**config.mk**
```make
export PLATFORM = sky130hd
export DESIGN_NAME = bcd_to_bin_seq_flat
export DESIGN_NICKNAME = d
export VERILOG_FILES = /design/src/rtl/bcd_to_bin_seq_if.sv /design/src/rtl/bcd_to_bin_seq.sv /design/src/flat_wrapper.sv
export SDC_FILE = /design/constraint.sdc
export NUM_CORES = 1
export LEC_CHECK = 0
export ABC_AREA = 1
export BUFFER_PORTS_ARGS = -buffer_cell sky130_fd_sc_hd__buf_2
export CAP_MARGIN = 20
export CORE_UTILIZATION = 47
export CTS_CLUSTER_SIZE = 30
export DETAILED_ROUTE_END_ITERATION = 10
export MAX_ROUTING_LAYER = met4
export PLACE_DENSITY = 0.72
export SKIP_LAST_GASP = 1
export SLEW_MARGIN = 20
export SYNTH_ARGS = -nofsm -noshare
export SYNTH_HDL_FRONTEND = slang
export SYNTH_SLANG_ARGS = --single-unit
```
**constraint.sdc**
```tcl
create_clock -name clk -period 4.4 [get_ports clk]
set_clock_uncertainty 0.1 [all_clocks]
set_input_delay 0.88 -clock clk [delete_from_list [all_inputs] [get_ports clk]]
set_output_delay 0.88 -clock clk [all_outputs]
set_load 0.05 [all_outputs]
```
**src/rtl/bcd_to_bin_seq_if.sv**
```systemverilog
// Start/done handshake bundle for the sequential BCD-to-binary converter.
// master drives the request, slave (the converter) returns status and result.
interface bcd_to_bin_seq_if #(
  parameter int DIGITS = 3,
  parameter int BIN_W  = 10
);
  logic                  start;
  logic [4*DIGITS-1:0]   bcd_in;
  logic                  busy;
  logic                  done;
  logic [BIN_W-1:0]      bin;
  logic                  ovf;
  logic                  err;

  modport master (
    output start, bcd_in,
    input  busy, done, bin, ovf, err
  );

  modport slave (
    input  start, bcd_in,
    output busy, done, bin, ovf, err
  );
endinterface

```
**src/rtl/bcd_to_bin_seq.sv**
```systemverilog
// Iterative BCD-to-binary converter (reverse double-dabble: shift right, then -3 on nibbles >= 8).
// Optional macro BCD_VALIDATE_EN: reject operands with a digit > 9 (err=1, immediate done).
module bcd_to_bin_seq #(
  parameter int DIGITS = 3,
  parameter int BIN_W  = 10
) (
  input  logic              clk,
  input  logic              rst_n,
  bcd_to_bin_seq_if.slave   s
);
  localparam int BW = 4 * DIGITS;
  localparam int CW = $clog2(BIN_W + 1);
  localparam logic [CW-1:0] LAST = CW'(BIN_W - 1);

  typedef enum logic [1:0] {IDLE, SHIFT, DONE} state_t;

  state_t             state_reg;
  logic [BW-1:0]      bcd_reg;
  logic [BIN_W-1:0]   work_reg;
  logic [CW-1:0]      cnt_reg;
  logic               busy_reg;
  logic               done_reg;
  logic [BIN_W-1:0]   bin_reg;
  logic               ovf_reg;

  logic [BW+BIN_W-1:0] cat_sh;
  logic [BW-1:0]       bcd_next;
  logic [BIN_W-1:0]    work_next;

  // One step: shift the whole working register right, then correct each BCD nibble.
  assign cat_sh    = {bcd_reg, work_reg} >> 1;
  assign work_next = cat_sh[BIN_W-1:0];

  for (genvar gi = 0; gi < DIGITS; gi++) begin : g_dig
    logic [3:0] nib;
    assign nib = cat_sh[BIN_W + 4*gi +: 4];
    assign bcd_next[4*gi +: 4] = nib[3] ? nib - 4'd3 : nib;
  end

`ifdef BCD_VALIDATE_EN
  logic err_reg;
  logic bad_digit;

  always_comb begin
    bad_digit = 1'b0;
    for (int i = 0; i < DIGITS; i++) begin
      if (s.bcd_in[4*i +: 4] > 4'd9) bad_digit = 1'b1;
    end
  end
`endif

  always_ff @(posedge clk or negedge rst_n) begin
    if (!rst_n) begin
      state_reg <= IDLE;
      bcd_reg   <= '0;
      work_reg  <= '0;
      cnt_reg   <= '0;
      busy_reg  <= 1'b0;
      done_reg  <= 1'b0;
      bin_reg   <= '0;
      ovf_reg   <= 1'b0;
`ifdef BCD_VALIDATE_EN
      err_reg   <= 1'b0;
`endif
    end else begin
      case (state_reg)
        IDLE: begin
          done_reg <= 1'b0;
          if (s.start) begin
            bcd_reg  <= s.bcd_in;
            work_reg <= '0;
            cnt_reg  <= '0;
            busy_reg <= 1'b1;
            bin_reg  <= '0;
            ovf_reg  <= 1'b0;
`ifdef BCD_VALIDATE_EN
            err_reg  <= bad_digit;
            if (bad_digit) begin
              done_reg  <= 1'b1;
              state_reg <= DONE;
            end else begin
              state_reg <= SHIFT;
            end
`else
            state_reg <= SHIFT;
`endif
          end
        end
        SHIFT: begin
          bcd_reg  <= bcd_next;
          work_reg <= work_next;
          cnt_reg  <= cnt_reg + 1'b1;
          // Publish on the final step so done lands BIN_W+1 cycles after start.
          if (cnt_reg == LAST) begin
            bin_reg   <= work_next;
            ovf_reg   <= |bcd_next;
            busy_reg  <= 1'b0;
            done_reg  <= 1'b1;
            state_reg <= DONE;
          end
        end
        DONE: begin
          done_reg  <= 1'b0;
          busy_reg  <= 1'b0;
          state_reg <= IDLE;
        end
        default: begin
          state_reg <= IDLE;
        end
      endcase
    end
  end

  assign s.busy = busy_reg;
  assign s.done = done_reg;
  assign s.bin  = bin_reg;
  assign s.ovf  = ovf_reg;
`ifdef BCD_VALIDATE_EN
  assign s.err  = err_reg;
`else
  assign s.err  = 1'b0;
`endif

endmodule
```
**src/flat_wrapper.sv**
```systemverilog
// flat-port wrapper written by rule: the top's interface ports become plain ports
module bcd_to_bin_seq_flat 
#(
  parameter int DIGITS = 3,
  parameter int BIN_W  = 10
)
  (clk, rst_n, s_start, s_bcd_in, s_busy, s_done, s_bin, s_ovf, s_err);
  bcd_to_bin_seq_if #(.DIGITS(DIGITS), .BIN_W(BIN_W)) s_i ();
  input  logic clk;
  input  logic rst_n;
  input wire logic [$bits(s_i.start)-1:0] s_start;
  input wire logic [$bits(s_i.bcd_in)-1:0] s_bcd_in;
  output wire logic [$bits(s_i.busy)-1:0] s_busy;
  output wire logic [$bits(s_i.done)-1:0] s_done;
  output wire logic [$bits(s_i.bin)-1:0] s_bin;
  output wire logic [$bits(s_i.ovf)-1:0] s_ovf;
  output wire logic [$bits(s_i.err)-1:0] s_err;
  assign s_i.start = s_start;
  assign s_i.bcd_in = s_bcd_in;
  assign s_busy = s_i.busy;
  assign s_done = s_i.done;
  assign s_bin = s_i.bin;
  assign s_ovf = s_i.ovf;
  assign s_err = s_i.err;
  bcd_to_bin_seq #(.DIGITS(DIGITS), .BIN_W(BIN_W)) u_core (.clk(clk), .rst_n(rst_n), .s(s_i));
endmodule
```
Word level (Yosys, flattened, before mapping)
Cells that the tools add are included.
{"block": "word_totals", "in_bits": 15, "elab_cells": 48, "reg_bits": 41}
{"block": "classes", "n_eq_ne": 5, "n_addsub": 3, "muxes": 21, "n_reduce_logical": 11}
{"operator": "$pmux 10 s2", "n": 2}
{"operator": "$pmux 12 s2", "n": 1}
{"operator": "$mux 10", "n": 2}
{"operator": "$mux 12", "n": 1}
{"operator": "$mux 4", "n": 3}
{"operator": "$reduce_or 11->1", "n": 1}
{"operator": "$pmux 4 s2", "n": 1}
{"operator": "$sub 4x2->4 const B", "n": 2}
{"operator": "$reduce_and 2->1", "n": 3}
{"operator": "$reduce_and 3->1", "n": 2}
{"operator": "$mux 1", "n": 5}
{"operator": "$add 4x1->4 const B", "n": 1}
{"operator": "$eq 4x4->1 const B", "n": 1}
{"operator": "$mux 2", "n": 2}
{"operator": "$pmux 1 s2", "n": 2}
{"operator": "$pmux 2 s2", "n": 1}
{"operator": "$reduce_bool 2->1", "n": 2}
{"operator": "$pmux 1 s3", "n": 1}
{"operator": "$reduce_bool 3->1", "n": 1}
{"operator": "$eq 2x1->1 const B", "n": 1}
{"operator": "$eq 2x2->1 const B", "n": 1}
{"operator": "$logic_not 2->1", "n": 1}
{"operator": "$ne 2x1->1 const B", "n": 1}
{"operator": "$ne 2x2->1 const B", "n": 1}
{"operator": "$reduce_or 2->1", "n": 1}

Depth between registers and ports, before layout
Gate-level depths: netlist (run 1).
{"block": "logic_depth", "ltp_word": 5, "depth_mapped": 9, "depth_no_buf": 9}

Worst setup path before layout (run 1)
Ideal clock, no wire load.
{"block": "synth_timing", "path_kind": "input -> register", "start": "in s_start", "end": "reg u_core.bcd_reg[3]", "setup_time_ns": 0.080, "arrival_ns": 1.519, "required_time_ns": 4.220, "path_buffers": 2, "path_slack_ns": 2.701, "cell_stages": 7, "path_cell_list": "inv_1 nand2_2 o21ai_2 inv_2 buf_6 buf_6 o22ai_2"}
{"block": "synth_between", "elab_chain_cells": 2}
{"element": "start, declared", "line_no": "flat_wrapper.sv:11", "rtl": "input wire logic [$bits(s_i.start)-1:0] s_start;"}
{"element": "$ne 2x2->1 (no source line)"}
{"element": "$reduce_and 2->1 (no source line)"}
{"element": "end signal, assigned", "line_no": "bcd_to_bin_seq.sv:70", "rtl": "bcd_reg <= s.bcd_in;"}
{"element": "end signal, assigned", "line_no": "bcd_to_bin_seq.sv:90", "rtl": "bcd_reg <= bcd_next;"}
{"element": "end, declared", "line_no": "bcd_to_bin_seq.sv:18", "rtl": "logic [BW-1:0] bcd_reg;"}
Every way passes these cells.
A chain may end at the register's enable or synchronous reset.

Worst setup path after layout (run 1)
{"block": "layout_timing", "start": "reg u_core.state_reg[1]", "end": "reg u_core.bin_reg[9] (netlist: u_core.s.bin[9])"}
{"block": "layout_between", "elab_chain_cells": 3, "elab_cells_between_ends": 7}
{"element": "start, declared", "line_no": "bcd_to_bin_seq.sv:17", "rtl": "state_t state_reg;"}
{"element": "start signal, assigned", "line_no": "bcd_to_bin_seq.sv:54", "rtl": "state_reg <= IDLE;"}
{"element": "start signal, assigned", "line_no": "bcd_to_bin_seq.sv:85", "rtl": "state_reg <= SHIFT;"}
{"element": "start signal, assigned", "line_no": "bcd_to_bin_seq.sv:99", "rtl": "state_reg <= DONE;"}
{"element": "$eq 2x1->1 or $logic_not 2->1 (tied branches)", "line_no": "bcd_to_bin_seq.sv:66", "rtl": "case (state_reg)"}
{"element": "$ne 2x1->1 (no source line), or another cell as far along"}
{"element": "$reduce_and 3->1 (no source line)"}
{"element": "end signal, assigned", "line_no": "bcd_to_bin_seq.sv:95", "rtl": "bin_reg <= work_next;"}
{"element": "end, declared", "line_no": "bcd_to_bin_seq.sv:23", "rtl": "logic [BIN_W-1:0] bin_reg;"}
Several ways; a longest one is shown, not always the timed one.

==> summary.md, run 1 <==
| Metric | Value |
|---|---|
| Worst setup slack before clock tree synthesis | 1659 ps |
| Proportion of layout cells with a drive suffix above 1 | 24.70% |
| Sequential cell area fraction in the yosys report | around half |
| Cell type of the slowest stage on the worst timing path | sky130_fd_sc_hd__ha_1 |
| Cell-by-cell listing of the critical path | inv_1 -> ha_1 -> o21ai_2 -> inv_2 -> nand2_1 -> nand2_1 -> o21ai_2 |
| Post-layout nets | between 200 and 300 |
| Yosys warning count | 0 |
| Largest register FFs | 12 |
| Fmax | 362.2 MHz |
| CP Max Fanout | 39 |
| Clock slew seen by the registers of the worst setup and hold paths | around 80 ps |
| Initial core utilization | 49.55% |
| Number of gates given a new drive strength after cts | 0 |
| Leakage power of the design | 1.132 nW |
| Leftover overflow at the end of global routing | 0 |
| Die area | 4543 um^2 |
| Number of vias after detailed routing | 1473 |
| Required time of the critical path | 4490 ps |
| Number of core rows | 23 |
| Top Family by Delay on Critical Path | buffers and inverters |
| Fin. Hold Viols | 0 |
| Detailed-routing iteration count for the pre-antenna-repair pass | 4 |
| Library cells used by synthesis | 28 |
| Sinks on the clock net | 40 |
| Finished Core Util | 55.47% |
| Synth top area cells | sky130_fd_sc_hd__dfrtp_1 (50%), sky130_fd_sc_hd__nand2_1 (9.1%), sky130_fd_sc_hd__o21ai_2 (7.0%) |
| Critical path type | flip-flop to flip-flop |
| Synthesized area divided by synthesized cell count | ~9.1 um^2 |
| Placed Area | 2130 um^2 |
| Critical path endpoint category | flip-flop |
| Filler cell count | 351 |
| Global placer's final weighted congestion | between 0.8 and 0.9 |
| Post-synthesis async set-or-reset flop share | 100.0% |
| Number of enable flip-flop cells after synthesis | 0 |
| Critical path buffers and inverters | 2 |
| Worst relative slew slack | a little over two fifths |
| Combined global-route utilization of all metal layers | 19.40% |
| Cell type with the largest total area after synthesis | sky130_fd_sc_hd__dfrtp_1 |
| Seq cells post-synth | 40 |
| Clk Latency, worst-skew pair | 300 ps |
| Port buffer count | 27 |
| Detailed placer's ending HPWL | roughly 2.6 mm |
| Synth-to-layout area growth | 11.95% |
| Average wire per standard cell | 12.50 um |
| Synthesized instance count | 222 |
| Worst ir drop on vdd | 320.7 uV |
| Final count of negative-setup-slack endpoints | 0 |
| Setup repair after global routing missed its margin | false |
| Antenna diodes | 0 |
| Number of max-slew violations in the final report | 0 |
| Maximum level of the CTS H-tree | 2 |
| Buffer depth of the longest clock path | 2 |
| Via count of the first global-routing pass | 1279 |
| P per Cell Area | 762.0 nW/um^2 |
| Number of antenna-violating nets in the routed design | 0 |
| Startpoint of the worst hold path | u_core.s.bin[2]$_DFFE_PN0P_ |
| Minimum clock period after layout | ~2800 ps |
| Outcome | complete, no violations |
| Number of setup buffers added after CTS | 0 |
| Overall die height | 67.41 um |
| Smallest setup slack after layout | ~1600 ps |
| Total Wirelength | 3.712 mm |
| Final cycle utilization of the critical path | 62.74% |
| Wire length of the first global-routing pass | 6.078 mm |
| Net count after synthesis | between 200 and 250 |
| Number of design rule violations left after detail routing | 0 |
| Vias per cell | 4.960 |
| Number of DRC markers after the initial detailed-route iteration | 114 |
| Reg-to-Reg Start | u_core.state_reg[1]$_DFFE_PN0P_ |
| Leading register cell type out of synthesis | sky130_fd_sc_hd__dfrtp_1 |
| Slew @ Worst Pin | 872.0 ps |
| Top cell type's share of synthesized area | 49.78% |
| Number of hold buffers added after cts | 0 |
| Category of the worst setup path launch point | flip-flop |
| Pin count of the biggest net entering global routing | 41 |
| Final cell area excluding filler cells | roughly 2300 um^2 |
| Data arrival time of the critical path | 2850 ps |
| Min-delay worst type | flip-flop to flip-flop |
| Final setup TNS | 0 ps |
| Worst Setup SP | u_core.state_reg[1]$_DFFE_PN0P_ |
| Hold Worst Slack | 378.0 ps |
| Max cap viols | 0 |
| Total CTS buffers | 5 |
| Synthesized area | 2011 um^2 |
| Root Driver | sky130_fd_sc_hd__clkbuf_8 |
| Area of the core | 4058 um^2 |
| Biggest cell delay along the critical path | ~600 ps |
| Number of antenna violations at the first check in global routing | 0 |
| Die boundary width | 67.41 um |
| CTS tree | done |
| Number of ports placed on the die boundary | 29 |
==> cell usage in the layout, fill, tap and decap left out, types with 3 or more instances in the layout <==
cell and n:
sky130_fd_sc_hd__a21oi_1 3, sky130_fd_sc_hd__nand3_1 7, sky130_fd_sc_hd__inv_2 3, sky130_fd_sc_hd__o21ai_2 16, sky130_fd_sc_hd__buf_2 27, sky130_fd_sc_hd__o211ai_1 6
sky130_fd_sc_hd__inv_1 28, sky130_fd_sc_hd__dfrtp_1 40, sky130_fd_sc_hd__nand2_1 49, sky130_fd_sc_hd__o22ai_1 10, sky130_fd_sc_hd__clkbuf_8 6, sky130_fd_sc_hd__ha_1 8
sky130_fd_sc_hd__o21ai_0 10, sky130_fd_sc_hd__nor2_1 18, sky130_fd_sc_hd__o22ai_2 3
==> power breakdown <==
group | internal, mW | switching [mW]
Sequential | 0.486 | 0.0713
Combinational | 0.258 | 0.580
Clock | 0.185 | 0.135
==> per-layer routing <==
metal | share of wire [%] | wire, um | vias up | track usage, %
met3 | 4.1 | 153 | 5 | 6.081
li1 | - | - | 764 | -
met1 | 51 | 1882 | 673 | 26.15
met4 | 1.3 | 50 | 0 | 8.777
met5 | 0 | 0 | - | -
met2 | 44 | 1627 | 31 | 26.38
==> final cells by class <==
type / instances / area, um^2 / share of cell area (%)
Timing Repair Buffer: 27 / 135.1 / 6.003
Clock buffer: 6 / 82.58 / 3.669
Clock inverter: 2 / 38.79 / 1.723
Multi-Input combinational cell: 141 / 814.5 / 36.19
Inverter: 31 / 116.4 / 5.170
Sequential cell: 40 / 1001 / 44.47
Tap cell: 50 / 62.56 / 2.779
==> worst paths after layout <==
check	end	slack (ps)	depth (start not counted)
min in group asynchronous	u_core.bcd_reg[7]$_DFFE_PN0P_	590	1
hold reg to reg	u_core.s.bin[2]$_DFFE_PN0P_	380	2
hold / removal	u_core.s.bin[2]$_DFFE_PN0P_	380	2
setup reg to reg	u_core.s.bin[9]$_DFFE_PN0P_	1640	7
max in group asynchronous	u_core.s.ovf$_DFFE_PN0P_	3060	1
setup / recovery	u_core.s.bin[9]$_DFFE_PN0P_	1640	7
==> kinds of logic after synthesis <==
| logic type | count (synthesis) | share of synthesized area (%) |
|---|---|---|
| xor gates and xnor gates | 2 | 0.8713 |
| and+or+nand+nor | 80 | 16.24 |
| DFF | 40 | 49.78 |
| buffers and inverters | 41 | 9.707 |
| adders and majority gates | 8 | 4.978 |
| other | 1 | 0.1865 |
| AOI/OAI and AO/OA | 50 | 18.23 |
==> through the flow <==
step | power [mW] | instances
after floorplan | 1.297 | 222
after global placement | 1.391 | 289
after detailed placement | 1.402 | 289
after CTS | 1.723 | 297
after global routing | 1.865 | 297
final | 1.715 | 297
==> cell usage after synthesis, types with 4 or more instances <==
cell / count
sky130_fd_sc_hd__dfrtp_1: 40
sky130_fd_sc_hd__o21ai_2: 16
sky130_fd_sc_hd__o21ai_0: 10
sky130_fd_sc_hd__nor2_1: 18
sky130_fd_sc_hd__inv_1: 28
sky130_fd_sc_hd__ha_1: 8
sky130_fd_sc_hd__o211ai_1: 6
sky130_fd_sc_hd__buf_6: 4
sky130_fd_sc_hd__o22ai_1: 10
sky130_fd_sc_hd__nand3_1: 7
sky130_fd_sc_hd__nand2_1: 49
==> worst min-delay path, cell delays in order, from the launching register on <==
cell	delay (ps)
sky130_fd_sc_hd__dfrtp_1	340
sky130_fd_sc_hd__nand2_1	60
sky130_fd_sc_hd__o21ai_2	50
Power figures use the tool's default switching activity.
==> run 2, diff against run 1 <==
==> constraint.sdc (replaced) <==
create_clock -name clk -period 2.75 [get_ports clk]
set_clock_uncertainty 0.1 [all_clocks]
set_input_delay 0.55 -clock clk [delete_from_list [all_inputs] [get_ports clk]]
set_output_delay 0.55 -clock clk [all_outputs]
set_load 0.05 [all_outputs]
==> run 2 against run 1 <==
  * Count of clock-buffer cells in the layout down 1
  * Register-to-register slack worse by 1200 ps
  * Critical path type unchanged
  * Sequential share of layout area about the same
==> summary.md, run 2 (synthesis results as in run 1) <==
| Metric | Value |
|---|---|
| Antenna diodes | 0 (unchanged) |
| CP Max Fanout | 39 (unchanged) |
| Pin count of the biggest net entering global routing | 41 (unchanged) |
| Total CTS buffers | 5 (unchanged) |
| Number of DRC markers after the initial detailed-route iteration | 135 (+18%) |
| Most common cell after layout, fill and taps aside | sky130_fd_sc_hd__nand2_1 |
| Leakage power of the design | 1.131 nW (-0.14%) |
| Number of gates given a new drive strength after cts | 0 (unchanged) |
| Number of vias after detailed routing | 1458 (-1.0%) |
| Port buffer count | 27 (unchanged) |
| Number of design rule violations left after detail routing | 0 (unchanged) |
| Vias per cell | 4.893 (-1.4%) |
| Worst setup slack before clock tree synthesis | 431.0 ps (-1228 ps) |
| Die area | 4543 um^2 (unchanged) |
| Die boundary width | 67.41 um (unchanged) |
| Final count of negative-setup-slack endpoints | 0 (unchanged) |
| Wire length of the first global-routing pass | 6.134 mm (+0.92%) |
| Final setup TNS | 0 ps (unchanged) |
| Number of hold buffers added after cts | 0 (unchanged) |
| Setup repair after global routing missed its margin | false |
| Minimum clock period after layout | 2303 ps (-458.1 ps) |
| Initial core utilization | 49.55% (unchanged) |
| Filler cell count | 374 (+6.6%) |
| P per Cell Area | 1207 nW/um^2 (+58%) |
| Detailed placer's ending HPWL | 2.501 mm (-3.4%) |
| Leftover overflow at the end of global routing | 0 (unchanged) |
| Worst ir drop on vdd | 452.7 uV (+41%) |
| Proportion of layout cells with a drive suffix above 1 | 25.00% (+0.30 points) |
| Category of the worst setup path launch point | flip-flop |
| Clock slew seen by the registers of the worst setup and hold paths | 80 ps (about the same) |
| Max cap viols | 0 (unchanged) |
| Commonest cells after routing, fill and taps aside | sky130_fd_sc_hd__nand2_1 (49), sky130_fd_sc_hd__dfrtp_1 (40), sky130_fd_sc_hd__inv_1 (28) |
| Outcome | complete, no violations |
| Area of the core | 4058 um^2 (unchanged) |
| CTS tree | done |
| Combined global-route utilization of all metal layers | 19.16% (-0.24 points) |
| Maximum level of the CTS H-tree | 2 (unchanged) |
| Via count of the first global-routing pass | 1372 (+7.3%) |
| Total Wirelength | 3.537 mm (-4.7%) |
| Final cycle utilization of the critical path | 83.73% (+21 points) |
| Global placer's final weighted congestion | 0.8727 (+4.0%) |
| Largest register FFs | 12 (unchanged) |
| Number of max-slew violations in the final report | 0 (unchanged) |
| Clk Latency, worst-skew pair | 300 ps (about the same) |
| Overall power | 2.719 mW (+59%) |
| Required time of the critical path | 2830 ps (-1660 ps) |
| Number of core rows | 23 (unchanged) |
| Number of setup buffers added after CTS | 0 (unchanged) |
| Min-delay worst type | input pin to asynchronous set/reset pin |
| Smallest setup slack after layout | 447.3 ps (-1192 ps) |
| Detailed-routing iteration count for the pre-antenna-repair pass | 4 (unchanged) |
| Synth-to-layout area growth | 12.01% (about the same) |
| Critical path endpoint category | flip-flop |
| Post-layout nets | 270 (+0.37%) |
| Number of ports placed on the die boundary | 29 (unchanged) |
| Overall die height | 67.41 um (unchanged) |
| Root Driver | sky130_fd_sc_hd__clkbuf_8 |
| Worst relative slew slack | 43.63% (+1.8 points) |
| Slew @ Worst Pin | 845.6 ps (-26.47 ps) |
| Critical path type | flip-flop to flip-flop |
| Sinks on the clock net | 40 (unchanged) |
| Fmax | 434.3 MHz (+20%) |
| Buffer depth of the longest clock path | 2 (unchanged) |
| Fin. Hold Viols | 0 (unchanged) |
| Number of antenna violations at the first check in global routing | 0 (unchanged) |
| Number of antenna-violating nets in the routed design | 0 (unchanged) |
| Average wire per standard cell | 11.87 um (-5.0%) |
| Data arrival time of the critical path | 2390 ps (-460 ps) |
==> run 2: cell types whose count changed in the layout (fill, tap and decap cells not counted) <==
cell	change
sky130_fd_sc_hd__clkinv_4	-1
sky130_fd_sc_hd__clkbuf_8	-1
sky130_fd_sc_hd__clkinvlp_4	+1
sky130_fd_sc_hd__buf_4	+1
sky130_fd_sc_hd__inv_6	+1
==> run 2: stage by stage <==
stage          cells  utilization (%)  hold slack (ps)  cell area, um^2
6_report         298            55.50            254.6             2252
3_5_place_dp     290            52.67            368.1             2137
3_3_place_gp     290            52.67            364.0             2137
2_1_floorplan    222                -            154.4             2011
4_1_cts          298            55.50            295.0             2252
5_1_grt          298            55.50            333.8             2252
==> run 2: worst paths after layout <==
check	cells past startpoint	from	end	slack, ps
setup / recovery	8	u_core.state_reg[0]$_DFFE_PN0P_	u_core.s.bin[4]$_DFFE_PN0P_	450
hold / removal	1	rst_n	u_core.bcd_reg[1]$_DFFE_PN0P_	250
setup reg to reg	8	u_core.state_reg[0]$_DFFE_PN0P_	u_core.s.bin[4]$_DFFE_PN0P_	450
hold reg to reg	2	u_core.s.ovf$_DFFE_PN0P_	u_core.s.ovf$_DFFE_PN0P_	380
max in group asynchronous	1	rst_n	u_core.bcd_reg[7]$_DFFE_PN0P_	1760
min in group clk	3	s_bcd_in[11]	u_core.bcd_reg[11]$_DFFE_PN0P_	380
==> run 2: layout make-up <==
| class | instances | area, um^2 | area share, % |
|---|---|---|---|
| Sequential cell | 40 | 1001 | 44.44 |
| Multi-Input combinational cell | 141 | 814.5 | 36.17 |
| Timing Repair Buffer | 28 | 142.6 | 6.333 |
| Inverter | 31 | 116.4 | 5.167 |
| Clock buffer | 5 | 68.82 | 3.056 |
| Tap cell | 50 | 62.56 | 2.778 |
| Clock inverter | 3 | 46.29 | 2.056 |
==> run 2: critical path, cell delays in order (launching register included) <==
cell and delay [ps]:
sky130_fd_sc_hd__dfrtp_1 390, sky130_fd_sc_hd__inv_1 90, sky130_fd_sc_hd__ha_1 250, sky130_fd_sc_hd__nand2_2 110, sky130_fd_sc_hd__o21ai_2 80, sky130_fd_sc_hd__inv_2 510
sky130_fd_sc_hd__nand2_1 420, sky130_fd_sc_hd__nand2_1 170, sky130_fd_sc_hd__o21ai_2 60
==> run 2: report_power, final <==
part / total (mW) / leakage, nW / internal, mW / switching [mW]
clock: 0.493 / 0.0548 / 0.273 / 0.219
sequential: 0.888 / 0.525 / 0.778 / 0.111
combinational: 1.34 / 0.551 / 0.417 / 0.921
==> run 2: layer usage <==
metal,global-route usage (%),vias up,wire length [um],part of all wire (%)
met2,27.63,28,1562,44
met4,9.574,0,72,2.0
met5,-,-,0,0
li1,-,766,-,-
met1,25.32,657,1774,50
met3,4.054,7,128,3.6
